### src/rtl/rob_commit_if.sv
// rob_commit_if: decoder allocation, CDB broadcast and register-file retire
// signals of the reorder buffer, bundled for the rob_commit port list.
// The ROB itself connects through the slave modport; the decoder/regfile side
// uses master.
interface rob_commit_if #(
    parameter int DATA_WIDTH = 32,
    parameter int REG_WIDTH  = 5,
    parameter int TAG_WIDTH  = 4,
    parameter int ROB_DEPTH  = 8
);
    localparam int CNT_WIDTH = $clog2(ROB_DEPTH) + 1;

    // Allocation handshake with the decoder
    logic                  alloc_req;
    logic [REG_WIDTH-1:0]  alloc_reg;
    logic                  alloc_ready;
    logic [TAG_WIDTH-1:0]  alloc_tag;

    // Common data bus broadcast
    logic                  cdb_valid;
    logic [TAG_WIDTH-1:0]  cdb_tag;
    logic [DATA_WIDTH-1:0] cdb_data;

    // In-order retire into the register file ROB write port
    logic                  commit_en;
    logic [REG_WIDTH-1:0]  commit_name;
    logic [DATA_WIDTH-1:0] commit_data;
    logic [TAG_WIDTH-1:0]  commit_tag;
    logic [CNT_WIDTH-1:0]  count;

    modport slave (
        input  alloc_req, alloc_reg, cdb_valid, cdb_tag, cdb_data,
        output alloc_ready, alloc_tag, commit_en, commit_name, commit_data,
               commit_tag, count
    );

    modport master (
        output alloc_req, alloc_reg, cdb_valid, cdb_tag, cdb_data,
        input  alloc_ready, alloc_tag, commit_en, commit_name, commit_data,
               commit_tag, count
    );
endinterface

### src/rtl/rob_commit.sv
// rob_commit: reorder buffer of the Tomasulo core. Allocates one entry/tag per
// issued instruction, captures CDB results, and retires the oldest ready entry
// (at most one per cycle) into the register file ROB write port.
// Optional feature macro ROB_CDB_BYPASS_EN: a CDB result for the head entry
// retires in the same cycle it is broadcast, saving one cycle of latency.
module rob_commit #(
    parameter int DATA_WIDTH = 32,
    parameter int REG_WIDTH  = 5,
    parameter int ROB_DEPTH  = 8,
    parameter int TAG_WIDTH  = 4,
    parameter int TAG_FREE   = 15
) (
    input  logic        clk,
    input  logic        rst,
    rob_commit_if.slave bus
);
    localparam int PTR_W = $clog2(ROB_DEPTH);
    localparam int CNT_W = PTR_W + 1;
    localparam logic [TAG_WIDTH:0]   DEPTH_EXT = (TAG_WIDTH + 1)'(ROB_DEPTH);
    localparam logic [CNT_W-1:0]     DEPTH_CNT = CNT_W'(ROB_DEPTH);
    localparam logic [TAG_WIDTH-1:0] FREE_TAG  = TAG_WIDTH'(TAG_FREE);

    // Entry state: control bits are reset, payload is not
    logic [ROB_DEPTH-1:0]  r_valid;
    logic [ROB_DEPTH-1:0]  r_ready;
    logic [REG_WIDTH-1:0]  r_reg  [ROB_DEPTH];
    logic [DATA_WIDTH-1:0] r_data [ROB_DEPTH];

    logic [PTR_W-1:0]      r_head;
    logic [PTR_W-1:0]      r_tail;
    logic [CNT_W-1:0]      r_count;

    logic                  r_commit_en;
    logic [REG_WIDTH-1:0]  r_commit_name;
    logic [DATA_WIDTH-1:0] r_commit_data;
    logic [TAG_WIDTH-1:0]  r_commit_tag;

    logic                  w_alloc_ready;
    logic                  w_alloc_fire;
    logic [PTR_W-1:0]      w_cdb_idx;
    logic                  w_cdb_hit;
    logic                  w_commit_fire;
    logic [DATA_WIDTH-1:0] w_commit_data;

    // Full check looks only at the registered count, never at this cycle's retire
    assign w_alloc_ready = (r_count < DEPTH_CNT);
    assign w_alloc_fire  = bus.alloc_req && w_alloc_ready;

    // A broadcast only lands on an in-range, allocated, still-waiting entry;
    // TAG_FREE and out-of-range tags must not alias onto a low index
    assign w_cdb_idx = bus.cdb_tag[PTR_W-1:0];
    assign w_cdb_hit = bus.cdb_valid
                    && (bus.cdb_tag != FREE_TAG)
                    && ({1'b0, bus.cdb_tag} < DEPTH_EXT)
                    && r_valid[w_cdb_idx] && !r_ready[w_cdb_idx];

    // Retire decision for the head entry, optionally bypassing the CDB
    // NOTE: every always_comb output gets a default first, so no path leaves it unassigned and no latch is inferred.
    always_comb begin
        w_commit_fire = r_valid[r_head] && r_ready[r_head];
        w_commit_data = r_data[r_head];
`ifdef ROB_CDB_BYPASS_EN
        if (r_valid[r_head] && !r_ready[r_head] && w_cdb_hit && (w_cdb_idx == r_head)) begin
            w_commit_fire = 1'b1;
            w_commit_data = bus.cdb_data;
        end
`else
`endif
    end

    // Entry control bits, pointers and occupancy
    // NOTE: sequential state uses non-blocking assignments so every flop samples pre-edge values regardless of statement order.
    always_ff @(posedge clk or posedge rst) begin
        if (rst) begin
            r_valid <= '0;
            r_ready <= '0;
            r_head  <= '0;
            r_tail  <= '0;
            r_count <= '0;
        end else begin
            if (w_cdb_hit) begin
                r_ready[w_cdb_idx] <= 1'b1;
            end
            if (w_commit_fire) begin
                r_valid[r_head] <= 1'b0;
                r_head          <= r_head + 1'b1;
            end
            // Placed last so an allocation wins any same-index CDB write
            if (w_alloc_fire) begin
                r_valid[r_tail] <= 1'b1;
                r_ready[r_tail] <= 1'b0;
                r_tail          <= r_tail + 1'b1;
            end
            r_count <= r_count + CNT_W'(w_alloc_fire) - CNT_W'(w_commit_fire);
        end
    end

    // Entry payload storage
    // NOTE: payload arrays are not reset; valid/ready gate every use, so resetting them would only cost flops.
    always_ff @(posedge clk) begin
        if (w_alloc_fire) begin
            r_reg[r_tail] <= bus.alloc_reg;
        end
        if (w_cdb_hit) begin
            r_data[w_cdb_idx] <= bus.cdb_data;
        end
    end

    // Registered retire port; fields hold their last value between retires
    always_ff @(posedge clk or posedge rst) begin
        if (rst) begin
            r_commit_en   <= 1'b0;
            r_commit_name <= '0;
            r_commit_data <= '0;
            r_commit_tag  <= '0;
        end else begin
            r_commit_en <= w_commit_fire;
            if (w_commit_fire) begin
                r_commit_name <= r_reg[r_head];
                r_commit_data <= w_commit_data;
                r_commit_tag  <= TAG_WIDTH'(r_head);
            end
        end
    end

    assign bus.alloc_ready = w_alloc_ready;
    assign bus.alloc_tag   = TAG_WIDTH'(r_tail);
    assign bus.commit_en   = r_commit_en;
    assign bus.commit_name = r_commit_name;
    assign bus.commit_data = r_commit_data;
    assign bus.commit_tag  = r_commit_tag;
    assign bus.count       = r_count;
endmodule

### src/flat_wrapper.sv
// flat-port wrapper written by rule: the top's interface ports become plain ports
module rob_commit_flat 
#(
    parameter int DATA_WIDTH = 32,
    parameter int REG_WIDTH  = 5,
    parameter int ROB_DEPTH  = 8,
    parameter int TAG_WIDTH  = 4,
    parameter int TAG_FREE   = 15
)
  (clk, rst, bus_alloc_req, bus_alloc_reg, bus_cdb_valid, bus_cdb_tag, bus_cdb_data, bus_alloc_ready, bus_alloc_tag, bus_commit_en, bus_commit_name, bus_commit_data, bus_commit_tag, bus_count);
  rob_commit_if #(.DATA_WIDTH(DATA_WIDTH), .REG_WIDTH(REG_WIDTH), .TAG_WIDTH(TAG_WIDTH), .ROB_DEPTH(ROB_DEPTH)) bus_i ();
  input  logic clk;
  input  logic rst;
  input wire logic [$bits(bus_i.alloc_req)-1:0] bus_alloc_req;
  input wire logic [$bits(bus_i.alloc_reg)-1:0] bus_alloc_reg;
  input wire logic [$bits(bus_i.cdb_valid)-1:0] bus_cdb_valid;
  input wire logic [$bits(bus_i.cdb_tag)-1:0] bus_cdb_tag;
  input wire logic [$bits(bus_i.cdb_data)-1:0] bus_cdb_data;
  output wire logic [$bits(bus_i.alloc_ready)-1:0] bus_alloc_ready;
  output wire logic [$bits(bus_i.alloc_tag)-1:0] bus_alloc_tag;
  output wire logic [$bits(bus_i.commit_en)-1:0] bus_commit_en;
  output wire logic [$bits(bus_i.commit_name)-1:0] bus_commit_name;
  output wire logic [$bits(bus_i.commit_data)-1:0] bus_commit_data;
  output wire logic [$bits(bus_i.commit_tag)-1:0] bus_commit_tag;
  output wire logic [$bits(bus_i.count)-1:0] bus_count;
  assign bus_i.alloc_req = bus_alloc_req;
  assign bus_i.alloc_reg = bus_alloc_reg;
  assign bus_i.cdb_valid = bus_cdb_valid;
  assign bus_i.cdb_tag = bus_cdb_tag;
  assign bus_i.cdb_data = bus_cdb_data;
  assign bus_alloc_ready = bus_i.alloc_ready;
  assign bus_alloc_tag = bus_i.alloc_tag;
  assign bus_commit_en = bus_i.commit_en;
  assign bus_commit_name = bus_i.commit_name;
  assign bus_commit_data = bus_i.commit_data;
  assign bus_commit_tag = bus_i.commit_tag;
  assign bus_count = bus_i.count;
  rob_commit #(.DATA_WIDTH(DATA_WIDTH), .REG_WIDTH(REG_WIDTH), .ROB_DEPTH(ROB_DEPTH), .TAG_WIDTH(TAG_WIDTH), .TAG_FREE(TAG_FREE)) u_core (.clk(clk), .rst(rst), .bus(bus_i));
endmodule
### config.mk
export PLATFORM = sky130hd
export DESIGN_NAME = rob_commit_flat
export DESIGN_NICKNAME = d
export VERILOG_FILES = /design/src/rtl/rob_commit_if.sv /design/src/rtl/rob_commit.sv /design/src/flat_wrapper.sv
export SDC_FILE = /design/constraint.sdc
export NUM_CORES = 1
export LEC_CHECK = 0
export BUFFER_PORTS_ARGS = -buffer_cell sky130_fd_sc_hd__buf_2
export CAP_MARGIN = 5
export CORE_ASPECT_RATIO = 2
export CORE_MARGIN = 2
export CORE_UTILIZATION = 50
export DETAILED_ROUTE_END_ITERATION = 12
export PLACE_DENSITY = 0.67
export SKIP_CTS_REPAIR_TIMING = 1
export SYNTH_ARGS = -nofsm -noshare
export SYNTH_HDL_FRONTEND = slang
export SYNTH_SLANG_ARGS = --single-unit
### constraint.sdc
create_clock -name clk -period 4.35 [get_ports clk]
set_input_delay 0.435 -clock clk [delete_from_list [all_inputs] [get_ports clk]]
set_output_delay 0.435 -clock clk [all_outputs]
set_load 0.01 [all_outputs]
==> results.py <==
metrics = {
    "outcome": {
        "status": "completed",
    },
    "setup_path": {
        "path_buf_inv": 3,
        "max_stage_delay_ns": 0.94,
        "crit_path_top_delay_cell": "dfrtp_4",
        "worstSetupPathType": "flip-flop to flip-flop",
        "crit_path_start_kind": "flip-flop",
        "worstPathArrival_ns": 3.45,
        "critical_path.top_delay_family": "flip-flops",
        "crit_path_end_kind": "flip-flop",
        "crit_path_frequent_cell": "inv_1",
        "path_max_fanout": 46,
        "crit_chain": "mux4_2, mux2i_4, nor2_4, ha_1, inv_1, ha_1, inv_1, fa_1, inv_1",
        "cp.required_ns": 4.79,
    },
    "grt": {
        "antenna_found_initial": 4,
        "grt_max_degree": 69,
        "grt_pass1_wl_um": 43000,
        "grt_pass1_vias": 7320,
        "grtUsageTotal_pct": 18.6,
        "grt_overflow": 0,
    },
    "logic_synthesis": {
        "ys_types": 45,
        "synthMuxAreaShare_pct": 21.1,
        "ys_warn_count": 0,
        "synth-adder-area-share_pct": 0.653,
        "post-synth-top-area-cell": "edfxtp_1",
        "synth_compound_area_share_pct": 0.903,
        "synth-xor-area-share_pct": 0.421,
        "synth-seq-cells": 363,
        "synth_top_family_by_area": "multiplexers",
        "synth.cell_area_mm2": 0.0146,
        "synth-simple-area-share_pct": 1.90,
        "synth-async-reset-ratio_pct": 18.5,
        "synth_edf_count": 296,
        "avgSynthCellArea_um2": 22.2,
        "yosys.area.top_type_share_pct": 61.1,
        "ys.flop_type": "edfxtp_1",
        "yosys-top-cells-area": "edfxtp_1 61%, dfrtp_1 12%, mux4_1 10%",
        "synth_cells": 656,
        "yosysSeqAreaShare_pct": 72.6,
    },
    "final_layout": {
        "layout.cells.non_filler": 1146,
        "syn2layout_area_growth_pct": 11.9,
        "drive_above_1_share_pct": 34.2,
        "num-fill-cells": 2117,
        "seq_area_mm2": 0.0106,
        "multi_input_comb_area_mm2": 0.00369,
        "largest_reg_flops": 256,
        "final_util_pct": 56.7,
        "fin_nets": 813,
    },
    "route": {
        "vias_per_cell": 5.77,
        "dr.pass1.iters": 4,
        "drc": 0,
        "ant_nets": 0,
        "vias": 6610,
        "wl_um": 28000,
        "avgRoutedWirePerCell_um": 24.4,
        "drt-initial-drc-count": 469,
    },
    "sta": {
        "finalSetupTns_ns": 0,
        "period_share_pct": 69.1,
        "layout_min_cycle_time_ns": 3.01,
        "fin_skew_ns": 0.0132,
        "tightest_slew_ns": 1.15,
        "maxSlewViolCount": 0,
        "fmax_ghz": 0.333,
        "fin_hold_ws_ns": 0.0683,
        "finalSetupViolCount": 0,
        "max_slew_margin_pct": 23.5,
        "postLayoutSetupSlackWorst_ns": 1.34,
        "hold_viol": 0,
        "rsz0062_at_grt": "false",
    },
    "clock_network": {
        "cts_tree": "done",
        "htreeDepth": 1,
        "numCtsBuffers": 29,
        "cts_buffer_depth": 3,
        "insertion_delay_ns": 0.55,
        "path_clk_slew_ns": 0.08,
        "ctsRootBufferMaster": "clkbuf_16",
        "clock_sinks": 363,
    },
    "place": {
        "gp_congestion": 0.784,
        "dp_hpwl_um": 16600,
        "place_ws_ns": 1.30,
        "placed_cells": 1090,
        "io_buffers": 93,
    },
    "die": {
        "die_h_um": 245,
        "die_area_mm2": 0.0306,
        "design.core.area_mm2": 0.0287,
        "io-pin-count": 96,
        "initial_core_util_pct": 50.7,
        "die_x_um": 125,
        "rows": 88,
    },
    "hold_path": {
        "hold_class": "input port to asynchronous set/reset pin",
    },
    "pwr": {
        "p_per_area_mw_per_mm2": 645,
        "leakage_nw": 5.82,
        "vdd_drop_max_mv": 0.411,
    },
    "flow_run": {
        "cap_violations": 0,
    },
}
logic make-up (layout without fill, tap and decap cells):
| family | after synthesis | in the layout |
|---|---|---|
| AOI/OAI and AO/OA | 19 | 19 |
| xor gates and xnor gates | 7 | 7 |
| adders and majority gates | 7 | 7 |
| buffers and inverters | 48 | 174 |
| DFF | 363 | 363 |
| muxes | 163 | 163 |
| other | 1 | 5 |
| and+or+nand+nor | 48 | 48 |
cell usage after synthesis, types with 4 or more instances:
cell type and n:
buf_2 4, clkbuf_1 11, edfxtp_1 296, o31ai_1 6
inv_1 15, xnor2_1 5, mux4_2 21, ha_1 6
dfrtp_1 67, nand2b_1 7, mux2_4 32, mux2_2 44
buf_6 4, o22a_1 4, nand2_1 7, nor2_1 12
mux4_1 57, buf_12 8, mux2_1 4
through the flow:
stage               power, W  area, um2
finish                0.0105      16300
global placement     0.00793      15300
global route          0.0110      16300
CTS                   0.0107      16300
floorplan            0.00732      14600
detailed placement   0.00805      15300
worst paths after layout:
| kind | depth (start not counted) | start | slack [ns] | end |
|---|---|---|---|---|
| worst min-delay path | 2 | rst | 0.07 | u_core.bus.commit_data[16]$_DFFE_PP0N_ |
| worst max-delay path | 9 | u_core.r_head[0]$_DFFE_PP0N_ | 1.34 | u_core.bus.count[1]$_DFF_PP0_ |
| worst min register to register | 1 | u_core.bus.commit_tag[2]$_DFFE_PP0N_ | 0.48 | u_core.bus.commit_tag[2]$_DFFE_PP0N_ |
| worst max register to register | 9 | u_core.r_head[0]$_DFFE_PP0N_ | 1.34 | u_core.bus.count[1]$_DFF_PP0_ |
| min in group clk | 1 | bus_cdb_data[26] | 0.14 | u_core.r_data[3][26]$_DFFE_PP_ |
| max in group asynchronous | 3 | rst | 3.34 | u_core.r_head[0]$_DFFE_PP0N_ |
cell usage in the layout (no fill, tap or decap), types with 3 or more instances in the layout:
master and n:
nor2b_1 3, ha_1 6, clkbuf_8 3, and4b_2 3
nand2_1 7, diode_2 3, buf_2 93, inv_1 14
o31ai_1 6, mux4_1 57, clkbuf_16 29, clkinv_2 5
xnor2_1 5, inv_6 3, nor3_1 3, mux2_4 32
mux4_2 21, o22a_1 4, edfxtp_1 296, a21oi_1 3
dfrtp_1 64, o21ai_0 3, mux2i_1 3, nor2_1 10
clkinvlp_4 6, nand2b_1 7, mux2_1 4, nor2_4 3
buf_4 12, mux2_2 44, clkbuf_1 3
routing by layer:
| metal | wire length [um] | global-route usage [%] |
|---|---|---|
| met2 | 15800 | 35.2 |
| met3 | 1050 | 2.76 |
| met4 | 758 | 6.77 |
| met5 | 11 | 0 |
| met1 | 10300 | 21.0 |
power breakdown:
group          total (W)  switching, W  internal (W)
registers        0.00465      0.000455       0.00419
clock network    0.00260       0.00119       0.00141
logic            0.00327       0.00141       0.00186
worst reg2reg max path: cells and delay by family (launching register included):
family | cells | cell delay (ns)
multiplexers | 2 | 0.84
AND/OR/NAND/NOR | 1 | 0.06
flip-flops | 1 | 0.94
buffers and inverters | 3 | 0.15
adder cells (fa/ha/maj) | 3 | 0.90
layout make-up:
| cell class | count | share of cell area (%) |
|---|---|---|
| Timing Repair Buffer | 105 | 3.41 |
| Clock buffer | 35 | 4.78 |
| Antenna cell | 3 | 0.0461 |
| Multi-Input combinational cell | 246 | 22.7 |
| Tap cell | 360 | 2.76 |
| Clock inverter | 18 | 1.06 |
| Sequential cell | 363 | 64.9 |
| Inverter | 16 | 0.376 |
Power figures use the tool's default switching activity.
